## config.mk

```make
export PLATFORM = sky130hd
export DESIGN_NAME = instr_fetch
export DESIGN_NICKNAME = d
export VERILOG_FILES = /design/src/rtl/instr_fetch.sv
export SDC_FILE = /design/constraint.sdc
export NUM_CORES = 1
export LEC_CHECK = 0
export ABC_CLOCK_PERIOD_IN_PS = 6800
export CORE_MARGIN = 3
export CORE_UTILIZATION = 52
export DETAILED_ROUTE_END_ITERATION = 10
export PLACE_DENSITY = 0.81
export SKIP_LAST_GASP = 1
export SLEW_MARGIN = 5
export SYNTH_ARGS = -nofsm -noshare
export SYNTH_HDL_FRONTEND = slang
export SYNTH_SLANG_ARGS = --single-unit
```

## constraint.sdc

```tcl
create_clock -name clk -period 6.8 [get_ports clk]
set_input_delay 0.68 -clock clk [delete_from_list [all_inputs] [get_ports clk]]
set_output_delay 0.68 -clock clk [all_outputs]
set_load 0.02 [all_outputs]
```

## src/rtl/instr_fetch.sv

```systemverilog
// ---------------------------------------------------------------------------
// instr_fetch
// Instruction-fetch front end of the lanzones core. Issues single-beat read
// requests to instruction memory, buffers the returned words together with
// their PCs in a small FIFO, and presents the FIFO head to decode through a
// valid/ready handshake. A redirect from execute flushes the buffer, retargets
// the PC and marks any in-flight fetch as stale.
//
// Ports:
//   clk       core clock, all state updates on the rising edge
//   rstn      asynchronous reset, active-high despite the name
//   LEn       fetch enable, 0 stops new requests
//   RedirVld  redirect strobe from execute
//   RedirPc   redirect target PC
//   RRdy      memory read request strobe (one cycle per request)
//   RAddr     memory read address, valid while RRdy is high
//   RVld      memory read data valid
//   RData     memory read data
//   IVld      instruction valid to decode
//   IRdy      decode ready
//   IData     instruction word at FIFO head
//   IPc       PC of the instruction at FIFO head
// ---------------------------------------------------------------------------
module instr_fetch #(
    parameter logic [31:0] RESET_PC   = 32'h0000_0000,
    parameter logic [31:0] PC_STEP    = 32'd1,
    parameter int          FIFO_DEPTH = 2
) (
    input  logic        clk,
    input  logic        rstn,
    input  logic        LEn,
    input  logic        RedirVld,
    input  logic [31:0] RedirPc,
    output logic        RRdy,
    output logic [31:0] RAddr,
    input  logic        RVld,
    input  logic [31:0] RData,
    output logic        IVld,
    input  logic        IRdy,
    output logic [31:0] IData,
    output logic [31:0] IPc
);

    localparam int AW = $clog2(FIFO_DEPTH);
    localparam int CW = AW + 1;
    localparam logic [CW-1:0] DEPTH_C = CW'(FIFO_DEPTH);

    typedef enum logic {
        IDLE,
        WAIT
    } state_t;

    state_t        state_q;
    logic [31:0]   pc_q;
    logic [31:0]   reqPc_q;
    logic [31:0]   raddr_q;
    logic          rrdy_q;
    logic          discard_q;

    logic [31:0]   dataMem_q [FIFO_DEPTH];
    logic [31:0]   pcMem_q   [FIFO_DEPTH];
    logic [AW-1:0] rdPtr_q;
    logic [AW-1:0] wrPtr_q;
    logic [CW-1:0] count_q;
    logic [CW-1:0] count_d;

    logic          respTaken;
    logic          push;
    logic          pop;
    logic          issue;

    // Per-cycle events. The issue decision looks at the FIFO occupancy after
    // this cycle's push/pop and at whether the single request slot frees up
    // this cycle, so a response and the next request can share one edge.
    // Because the outstanding request always has a reserved slot, a push
    // can never find the FIFO full.
    always_comb begin
        respTaken = (state_q == WAIT) && RVld;
        push      = respTaken && !discard_q && !RedirVld;
        pop       = (count_q != '0) && IRdy && !RedirVld;
        count_d   = count_q;
        if (RedirVld) begin
            count_d = '0;
        end else begin
            count_d = count_q + CW'(push) - CW'(pop);
        end
        issue = ((state_q == IDLE) || respTaken) && LEn && !RedirVld
                && (count_d < DEPTH_C);
    end

    // Fetch FSM, request outputs and FIFO storage. A redirect overrides every
    // other event: the buffer is emptied, the PC retargeted, and an in-flight
    // request whose data has not yet arrived is marked for discard so the
    // stale word never reaches decode.
    always_ff @(posedge clk or posedge rstn) begin
        if (rstn) begin
            state_q   <= IDLE;
            pc_q      <= RESET_PC;
            reqPc_q   <= '0;
            raddr_q   <= '0;
            rrdy_q    <= 1'b0;
            discard_q <= 1'b0;
            rdPtr_q   <= '0;
            wrPtr_q   <= '0;
            count_q   <= '0;
            for (int i = 0; i < FIFO_DEPTH; i++) begin
                dataMem_q[i] <= '0;
                pcMem_q[i]   <= '0;
            end
        end else begin
            rrdy_q  <= issue;
            count_q <= count_d;

            if (RedirVld) begin
                pc_q    <= RedirPc;
                rdPtr_q <= wrPtr_q;
                if ((state_q == WAIT) && !RVld) begin
                    discard_q <= 1'b1;
                end else begin
                    state_q   <= IDLE;
                    discard_q <= 1'b0;
                end
            end else begin
                if (respTaken) begin
                    state_q   <= IDLE;
                    discard_q <= 1'b0;
                end
                if (issue) begin
                    raddr_q <= pc_q;
                    reqPc_q <= pc_q;
                    pc_q    <= pc_q + PC_STEP;
                    state_q <= WAIT;
                end
                if (push) begin
                    dataMem_q[wrPtr_q] <= RData;
                    pcMem_q[wrPtr_q]   <= reqPc_q;
                    wrPtr_q            <= wrPtr_q + AW'(1);
                end
                if (pop) begin
                    rdPtr_q <= rdPtr_q + AW'(1);
                end
            end
        end
    end

    assign RRdy  = rrdy_q;
    assign RAddr = raddr_q;
    assign IVld  = (count_q != '0);
    assign IData = dataMem_q[rdPtr_q];
    assign IPc   = pcMem_q[rdPtr_q];

endmodule

```

==> impl_metrics.toml, run 1 <==
[final_layout]
drive_gt1_share_pct = 33.33
fin_area_um2 = 11390
nets = 891
area_growth_pct = 27.74
final_core_util_pct = 68.18
antennaDiodeCount = 0

[grt]
antenna_found_initial = 0
grt_usage_pct = 21.35
grt_overflow_total = 0
grt_max_degree = 157
grt_pass1_wl_um = 31420
first_global_vias = 6192

[power_and_ir_drop]
leakage_nw = 4.884
power_density_nw_per_um2 = 430.4
vdd.ir_drop.worst_mv = 0.2085
total_power_w = 0.004901

[critical_path]
worstPathArrival_ns = 4.06
worstPathRequired_ns = 7.16
crit_slowest_cell = "nor3_4"
path_cells = "buf_2 > buf_4 > nor2_1 > nand3_1 > ha_1 > inv_1 > ha_1 > xor3_2 > nor3_4 > nand3_4 > or4_1 > nand3_1"
critPathMaxFanout = 75
critPathKind = "in2reg"
crit_path_end_kind = "flop"
critPathBufInv = 3
path_delay_family = "simple AND/OR/NAND/NOR gates"
critPathMaxStageDelay_ns = 0.66
worst_setup_path_start_kind = "input pin"

[synth]
ys_top_cells_by_area = "dfrtp_1, mux2_2, nand2_1"
synthDistinctLibCells = 41
ys.flop_type = "dfrtp_1"
syn_area_um2 = 8914
seq_area_frac_synth_pct = 55.87
synth_seq_cells = 199
yosysWarnings = 0
synth_enable_flop_cells = 0
synth_top_area_share_pct = 55.87
synth_nets = 732
syn_inst = 659
synth_commonest_cells = "mux2_2, dfrtp_1, nand2_1, o21ai_0, clkbuf_1"
async_reset_ff_share_pct = 100.0
synth_area_leader_cell = "dfrtp_1"
avgSynthCellArea_um2 = 13.53
synth_most_common_cell = "mux2_2"

[drt]
ant_nets = 0
vias = 5810
drc = 0
drtPass1Iterations = 4
first_iter_violations = 263
wire_per_inst_um = 18.81
wl_um = 19770
vias_per_cell = 5.528

[clock_network]
h-tree-depth = 4
path_clk_slew_ns = 0.07
insertion_delay_ns = 0.43
clock_path_buffers = 2
postCtsHoldBufs = 0
clockRootBuffer = "clkbuf_16"
cts_tree = "built"
post_cts_buffers = 0
cts.sinks = 199
cts.repair.resized = 0
cts_made_buffers = 17

[die]
die_w_um = 136.9
start_util_pct = 53.37
dieArea_um2 = 18750
core_um2 = 16700
die_y_um = 136.9
core.rowCount = 47
ioPinCount = 168

[timing]
timing.final.crit_period_ns = 3.698
skew_ns = 0.01065
max_clock_freq_ghz = 0.2704
setup_viol = 0
finalSetupTns_ns = 0
tightest_slew_ns = 1.043
finalMaxSlewViolations = 0
period_share_pct = 54.38
rsz0062_at_grt = "no"
hold_viol = 0
relSlewSlack_pct = 30.50

[place]
place_area_um2 = 10780
globalplace.congestion = 0.8540
hpwl_um = 12880
io_buffers = 167

[run_status]
status = "completed"

[hold_path]
hold_class = "reg2reg"

[job]
maxCapViolCount = 0
==> logic make-up after synthesis <==
| group | after synthesis | synth area share (%) |
|---|---|---|
| fa+ha+maj | 3 | 0.4212 |
| flops | 199 | 55.87 |
| buf+inv | 40 | 1.853 |
| compound gates | 40 | 2.709 |
| simple gates | 123 | 7.608 |
| xor+xnor | 24 | 2.541 |
| mux | 230 | 29.00 |
==> per-stage QoR <==
step	hold WS, ns	worst slack (ns)	instances
CTS	0.5031	3.122	1051
detailed placement	0.4872	2.667	1019
floorplan	0.4737	0.6943	659
global route	0.5157	2.846	1051
finish	0.5015	3.102	1051
global placement	0.4808	2.817	1019
==> layer usage <==
metal | up-vias | global-route usage (%) | part of all wire, %
li1 | 2681 | - | -
met1 | 2940 | 28.63 | 45
met2 | 167 | 35.40 | 49
met3 | 22 | 4.926 | 5.1
met4 | 0 | 5.322 | 1.2
met5 | - | 0 | 0
==> final cells by class <==
class | instances | area [um2]
multi-input cells | 420 | 3776
repair buffers | 173 | 1712
clock buffers | 20 | 466.7
well taps | 220 | 275.3
inverters | 7 | 33.78
clock inverters | 12 | 141.4
fillers | 1156 | 5315
flip-flops and latches | 199 | 4981
==> flip-flops by register name, indices dropped and copies added (netlist names) <==
signal / count
RAddr: 32
RRdy: 1
count_q: 2
dataMem_q: 64
discard_q: 1
pcMem_q: 64
pc_q: 32
rdPtr_q: 1
state_q: 1
wrPtr_q: 1
==> path summary, 6_finish.rpt <==
check / slack, ns / start / cells after the start / to
max: 3.10 / RedirVld / 12 / pc_q[26]
min: 0.50 / dataMem_q[33] / 1 / dataMem_q[33]
max reg2reg: 3.48 / count_q[0] / 11 / pc_q[26]
min reg2reg: 0.50 / dataMem_q[33] / 1 / dataMem_q[33]
max in group asynchronous: 4.67 / rstn / 3 / rdPtr_q
min in group asynchronous: 0.92 / rstn / 2 / dataMem_q[21]
==> cell usage in the layout, fill, tap and decap left out, types with 2 or more instances in the layout <==
master           Yosys  final
and2_1               3      3
and3_1               8      8
and4_1               3      3
buf_4                1      6
bufinv_16            0      2
clkbuf_16            0     17
clkbuf_8             0      3
clkdlybuf4s50_1      0    166
clkinv_2             0      2
clkinv_4             0      4
dfrtp_1            199    198
ha_1                 3      3
inv_1                7      6
inv_6                0      2
inv_8                0      2
mux2_2             226    226
mux2i_1              4      4
nand2_1             42     42
nand3_1             17     17
nand4_1             16     16
nor2_1              11     10
nor2b_1             10     10
nor4_2               2      2
o21ai_0             26     26
o221ai_1             2      2
o311ai_0             3      3
o31a_1               3      3
or2_2                2      2
xnor2_1              7      7
xor2_1              16     16
==> worst reg2reg max path, delay by kind of cell (launching register included) <==
| family | cells | cell delay (ns) |
|---|---|---|
| flops | 1 | 0.38 |
| buf+inv | 1 | 0.06 |
| fa+ha+maj | 2 | 0.46 |
| simple gates | 7 | 2.00 |
| xor+xnor | 1 | 0.34 |
==> report_power, final <==
group | switching [W] | leakage (nW) | total [W] | internal (W)
clock | 0.000448 | 0.299 | 0.00103 | 0.000578
sequential | 0.000260 | 2.47 | 0.00188 | 0.00162
combinational | 0.000877 | 2.11 | 0.00200 | 0.00112
total | 0.00158 | 4.88 | 0.00490 | 0.00332
No activity file was read; power rests on OpenSTA's default activity.
==> run 2, diff against run 1 <==
Settings changed: ABC_CLOCK_PERIOD_IN_PS 6800 to 3660.
Clock period 6.8 ns to 3.66 ns, I/O delays scaled along.
==> run 2 against run 1 <==
  * Final cell count is 0.76% higher
  * Critical path depth is 1 lower
  * Clock-buffer cell count is 3 lower
  * Non-clock buffer count is 8 higher
  * Clock skew is 0.0020 ns lower
  * Clock power is 85% higher
  * Die area stayed put
  * Utilization is 0.55 points higher
  * Routed wire length is 0.86% lower
  * Cell area is 0.80% higher
  * Worst hold slack worse by 0.16 ns
  * Setup slack worse by 2.5 ns
  * Critical endpoint unchanged
  * Largest cell class unchanged
  * Highest routed layer unchanged
==> impl_metrics.toml, run 2 (synthesized netlist as in run 1, its figures left out) <==
[drt]
first_iter_violations = 230
vias = 5888
drtPass1Iterations = 5
wl_met1_um = 8619
wl_um = 19600
routed-wl-met2_um = 9735
drc = 0
ant_nets = 0
vias_per_cell = 5.560
wl_met3_um = 1011
wire_per_inst_um = 18.50
top_layer = "met4"

[clock_network]
cts_tree = "built"
h-tree-depth = 4
cts.sinks = 199
cts.repair.resized = 0
post_cts_buffers = 0
path_clk_slew_ns = 0.08
insertion_delay_ns = 0.43
cts_made_buffers = 17
clockRootBuffer = "clkbuf_16"
clock_path_buffers = 2
postCtsHoldBufs = 0

[final_layout]
final_common_cell = "mux2_2"
reg_top3 = "dataMem_q (64), pcMem_q (64)"
antennaDiodeCount = 0
drive_gt1_share_pct = 33.97
fin_area_um2 = 11480
final_cell_mix = "mux2_2, dfrtp_1, clkdlybuf4s50_1"
nets = 899
n_fill_cell = 1168
area_growth_pct = 28.76
final_cell_count_no_fill = 1059

[timing]
period_share_pct = 82.19
hold_viol = 0
setup_viol = 0
fin_ws_ns = 0.6518
relSlewSlack_pct = 46.79
rsz0062_at_grt = "no"
tightest_slew_ns = 0.7920
finalSetupTns_ns = 0
timing.final.crit_period_ns = 3.008
skew_ns = 0.008656
finalMaxSlewViolations = 0
max_clock_freq_ghz = 0.3324

[power_and_ir_drop]
clkPwrFrac_pct = 21.0
pwr-share-seq_pct = 38.9
leakage_nw = 4.926
vdd.ir_drop.worst_mv = 0.5324
pwr-share-comb_pct = 40.2
power_switching_share_pct = 32.76
total_power_w = 0.009137
p_switching_w = 0.002993
internal_power_w = 0.006144
power_density_nw_per_um2 = 796.1

[critical_path]
r2r_slack_ns = 0.65
r2r.worst_path.cells = 11
critPathKind = "reg2reg"
r2r-end = "pc_q[26]"
worstPathArrival_ns = 3.37
endpoint = "pc_q[26]"
worst_setup_path_start_kind = "flop"
critPathMaxFanout = 10
worstPathRequired_ns = 4.02
crit_path_end_kind = "flop"
cp-startpoint = "count_q[0]"
r2r-start = "count_q[0]"

[die]
core.rowCount = 47
ioPinCount = 168
core_um2 = 16700
dieArea_um2 = 18750
die_y_um = 136.9
die_w_um = 136.9
start_util_pct = 53.37

[grt]
antenna_found_initial = 0
grt_max_degree = 74
grt_usage_pct = 21.39
first_global_vias = 6198
grt_overflow_total = 0
grt_pass1_wl_um = 31640

[place]
hpwl_um = 13680
dp_slack_ns = 0.3672
io_buffers = 167
placed_cells = 1027
place_area_um2 = 10870
globalplace.congestion = 0.8762

[hold_path]
hold_class = "in2async"

[job]
maxCapViolCount = 0

[run_status]
status = "completed"
## run 2: cell count changes in the layout (fill, tap and decap cells not counted)
cell        before  now
buf_4            6   11
clkinvlp_4       1    3
inv_8            2    5
buf_12           0    3
clkinv_4         4    1
clkinv_2         2    1
inv_6            2    4
clkbuf_8         3    0
## run 2: how the worst min path moves through the flow
stage | startpoint | endpoint | slack, ns | cells past startpoint
floorplan | RVld | discard_q | 0.46 | 1
global placement | dataMem_q[9] | dataMem_q[9] | 0.48 | 1
detailed placement | pcMem_q[17] | pcMem_q[17] | 0.49 | 1
CTS | RedirVld | discard_q | 0.33 | 3
global route | rstn | RAddr[5] | 0.37 | 2
finish | rstn | pc_q[5] | 0.34 | 2
## run 2: power groups by stage
stage | clock network, W | registers [W] | logic, W
after floorplan | 0 | 0.00349 | 0.00216
final | 0.00191 | 0.00355 | 0.00367
after global routing | 0.00206 | 0.00367 | 0.00390
after global placement | 0 | 0.00351 | 0.00362
after detailed placement | 0 | 0.00359 | 0.00370
after CTS | 0.00196 | 0.00355 | 0.00372
## run 2: per-stage QoR
step,hold WS [ns],utilization (%)
6_report,0.3438,68.72
5_1_grt,0.3681,68.72
4_1_cts,0.3321,68.72
3_5_place_dp,0.4877,65.10
3_3_place_gp,0.4805,65.10
2_1_floorplan,0.4558,-
## run 2: metal layers
layer	vias up	track usage [%]
met5	-	0
met4	0	6.042
met3	17	3.971
met2	171	36.05
met1	2996	28.48
li1	2704	-
## run 2: final cells by class
type,count,area (um2),share of cell area (%)
clock inverter,15,180.2,1.570
inverter,7,30.03,0.2616
tap,220,275.3,2.398
sequential,199,4981,43.40
clock buffer,17,425.4,3.707
multi-input combinational,420,3776,32.90
timing repair buffer,181,1809,15.76
## run 2: critical path: stages (launching register included)
cell	delay, ns
dfrtp_1	0.38
or2_2	0.31
nand2_1	0.11
nor2_1	0.06
ha_1	0.27
inv_1	0.07
ha_1	0.14
xor3_2	0.35
nor3_4	0.42
nand3_4	0.19
or4_1	0.52
nand3_1	0.10
==> run 3, diff against run 2 <==
Settings changed: ABC_CLOCK_PERIOD_IN_PS 3660 to 2950.
Clock period 3.66 ns to 2.95 ns, I/O delays scaled along.
==> run 3 against run 2 <==
  * Clock-buffer cell count rose by 3
  * Combinational power grew 27%
  * Global-route usage up 0.34 points
  * Maximum frequency is 3.2% higher
  * Die area stayed put
  * Largest power group unchanged
  * Highest routed layer unchanged
==> impl_metrics.toml, run 3 (synthesized netlist as in run 1, its figures left out) <==
[run_status]
status = "completed"

[final_layout]
area_growth_pct = 30.64
final_cell_mix = "mux2_2, dfrtp_1, clkdlybuf4s50_1"
reg_top3 = "dataMem_q (64), pcMem_q (64)"
final_cell_count_no_fill = 1070
drive_gt1_share_pct = 35.41
antennaDiodeCount = 0
n_fill_cell = 1181
nets = 910
final_common_cell = "mux2_2"

[power_and_ir_drop]
power_switching_share_pct = 31.96
clkPwrFrac_pct = 21.8
p_switching_w = 0.003680
vdd.ir_drop.worst_mv = 0.5836
power_density_nw_per_um2 = 988.9
pwr-share-seq_pct = 37.7
internal_power_w = 0.007836
leakage_nw = 5.002
pwr-share-comb_pct = 40.6

[clock_network]
insertion_delay_ns = 0.43
cts_made_buffers = 17
h-tree-depth = 4
clock_path_buffers = 2
path_clk_slew_ns = 0.07
clockRootBuffer = "clkbuf_16"
cts_tree = "built"
cts.sinks = 199

[critical_path]
path_cells = "or2_4 > nand2_2 > nor2_2 > ha_1 > inv_2 > ha_4 > xor3_2 > nor3_4 > buf_6 > nand3_4 > or4_1 > nand3_1"
critPathMaxFanout = 7
critPathKind = "reg2reg"
worst_setup_path_start_kind = "flop"
r2r_slack_ns = 0.04
crit_slowest_cell = "or4_1"
worstPathArrival_ns = 3.27
worstPathRequired_ns = 3.31
crit_path_end_kind = "flop"
critPathMaxStageDelay_ns = 0.47

[timing]
rsz0062_at_grt = "yes"
max_clock_freq_ghz = 0.3431
setup_viol = 0
worst_hold_slack_ns = 0.2477
relSlewSlack_pct = 40.08
skew_ns = 0.009455
tightest_slew_ns = 0.8988
finalMaxSlewViolations = 0
hold_viol = 0
period_share_pct = 98.79
timing.final.crit_period_ns = 2.914

[drt]
first_iter_violations = 271
wl_um = 19970
drtPass1Iterations = 4
wire_per_inst_um = 18.66
drc = 0
vias_per_cell = 5.539
ant_nets = 0
vias = 5927

[grt]
antenna_found_initial = 0
grt_max_degree = 164
grt_overflow_total = 0
grt_pass1_wl_um = 32150
first_global_vias = 6238
grt_usage_pct = 21.73

[die]
start_util_pct = 53.37
die_y_um = 136.9
ioPinCount = 168
core.rowCount = 47
dieArea_um2 = 18750
core_um2 = 16700
die_w_um = 136.9

[place]
hpwl_um = 13640
globalplace.congestion = 0.8861
placed_cells = 1033
io_buffers = 167

[job]
maxCapViolCount = 0

[hold_path]
hold_class = "in2reg"
[run 3: final timing paths]
check                         startpoint       endpoint  depth (start not counted)
max in group asynchronous           rstn       pc_q[31]                          3
max                           count_q[1]       pc_q[26]                         12
max reg2reg                   count_q[1]       pc_q[26]                         12
min in group asynchronous           rstn   dataMem_q[5]                          3
min                             RedirVld      discard_q                          3
min reg2reg                dataMem_q[28]  dataMem_q[28]                          1
[run 3: layout make-up]
type	instances	area (um2)	share of cell area, %
clock buffer	20	456.7	3.922
clock inverter	12	188.9	1.622
inverter	7	30.03	0.2579
multi-input combinational	420	3805	32.67
sequential	199	4981	42.77
tap	220	275.3	2.364
timing repair buffer	192	1908	16.39
[run 3: routing by layer]
| layer | share of wire (%) | track usage, % | vias to the layer above |
|---|---|---|---|
| met5 | 0 | 0 | - |
| met2 | 49 | 36.57 | 165 |
| met1 | 45 | 28.84 | 3024 |
| met3 | 5.1 | 4.081 | 24 |
| li1 | - | - | 2714 |
| met4 | 1.4 | 6.319 | 0 |
[run 3: power groups by stage]
stage | Clock [W] | Combinational (W) | Sequential, W
after global placement | 0 | 0.00456 | 0.00429
after floorplan | 0 | 0.00268 | 0.00433
after detailed placement | 0 | 0.00467 | 0.00439
after CTS | 0.00256 | 0.00470 | 0.00434
final | 0.00251 | 0.00467 | 0.00434
after global routing | 0.00266 | 0.00495 | 0.00448
[run 3: timing repair]
action,CTS,global route
setup endpoints to repair,0,11
hold endpoints to repair,0,0
resized for setup,0,13
buffers inserted,0,6
hold buffers,0,0
[run 3: critical path: cells and delay by family (launching register included)]
family / cells / cell delay (ns)
AND/OR/NAND/NOR: 7 / 1.34
XOR/XNOR: 1 / 0.46
adder cells (fa/ha/maj): 2 / 0.43
flip-flops: 1 / 0.39
buffers and inverters: 2 / 0.20
[run 3: per-stage QoR]
step / setup slack (ns) / instance area (um2) / total power, W / setup TNS [ns] / util [%]
final: 0.03561 / 11640 / 0.01152 / 0 / 69.73
after global routing: -0.04807 / 11640 / 0.01209 / -0.2294 / 69.73
after CTS: 0.08147 / 11570 / 0.01160 / 0 / 69.31
after detailed placement: 0.03413 / 10930 / 0.009057 / 0 / 65.44
after global placement: 0.1483 / 10930 / 0.008848 / 0 / 65.44
after floorplan: 0.03757 / 8920 / 0.007010 / 0 / -
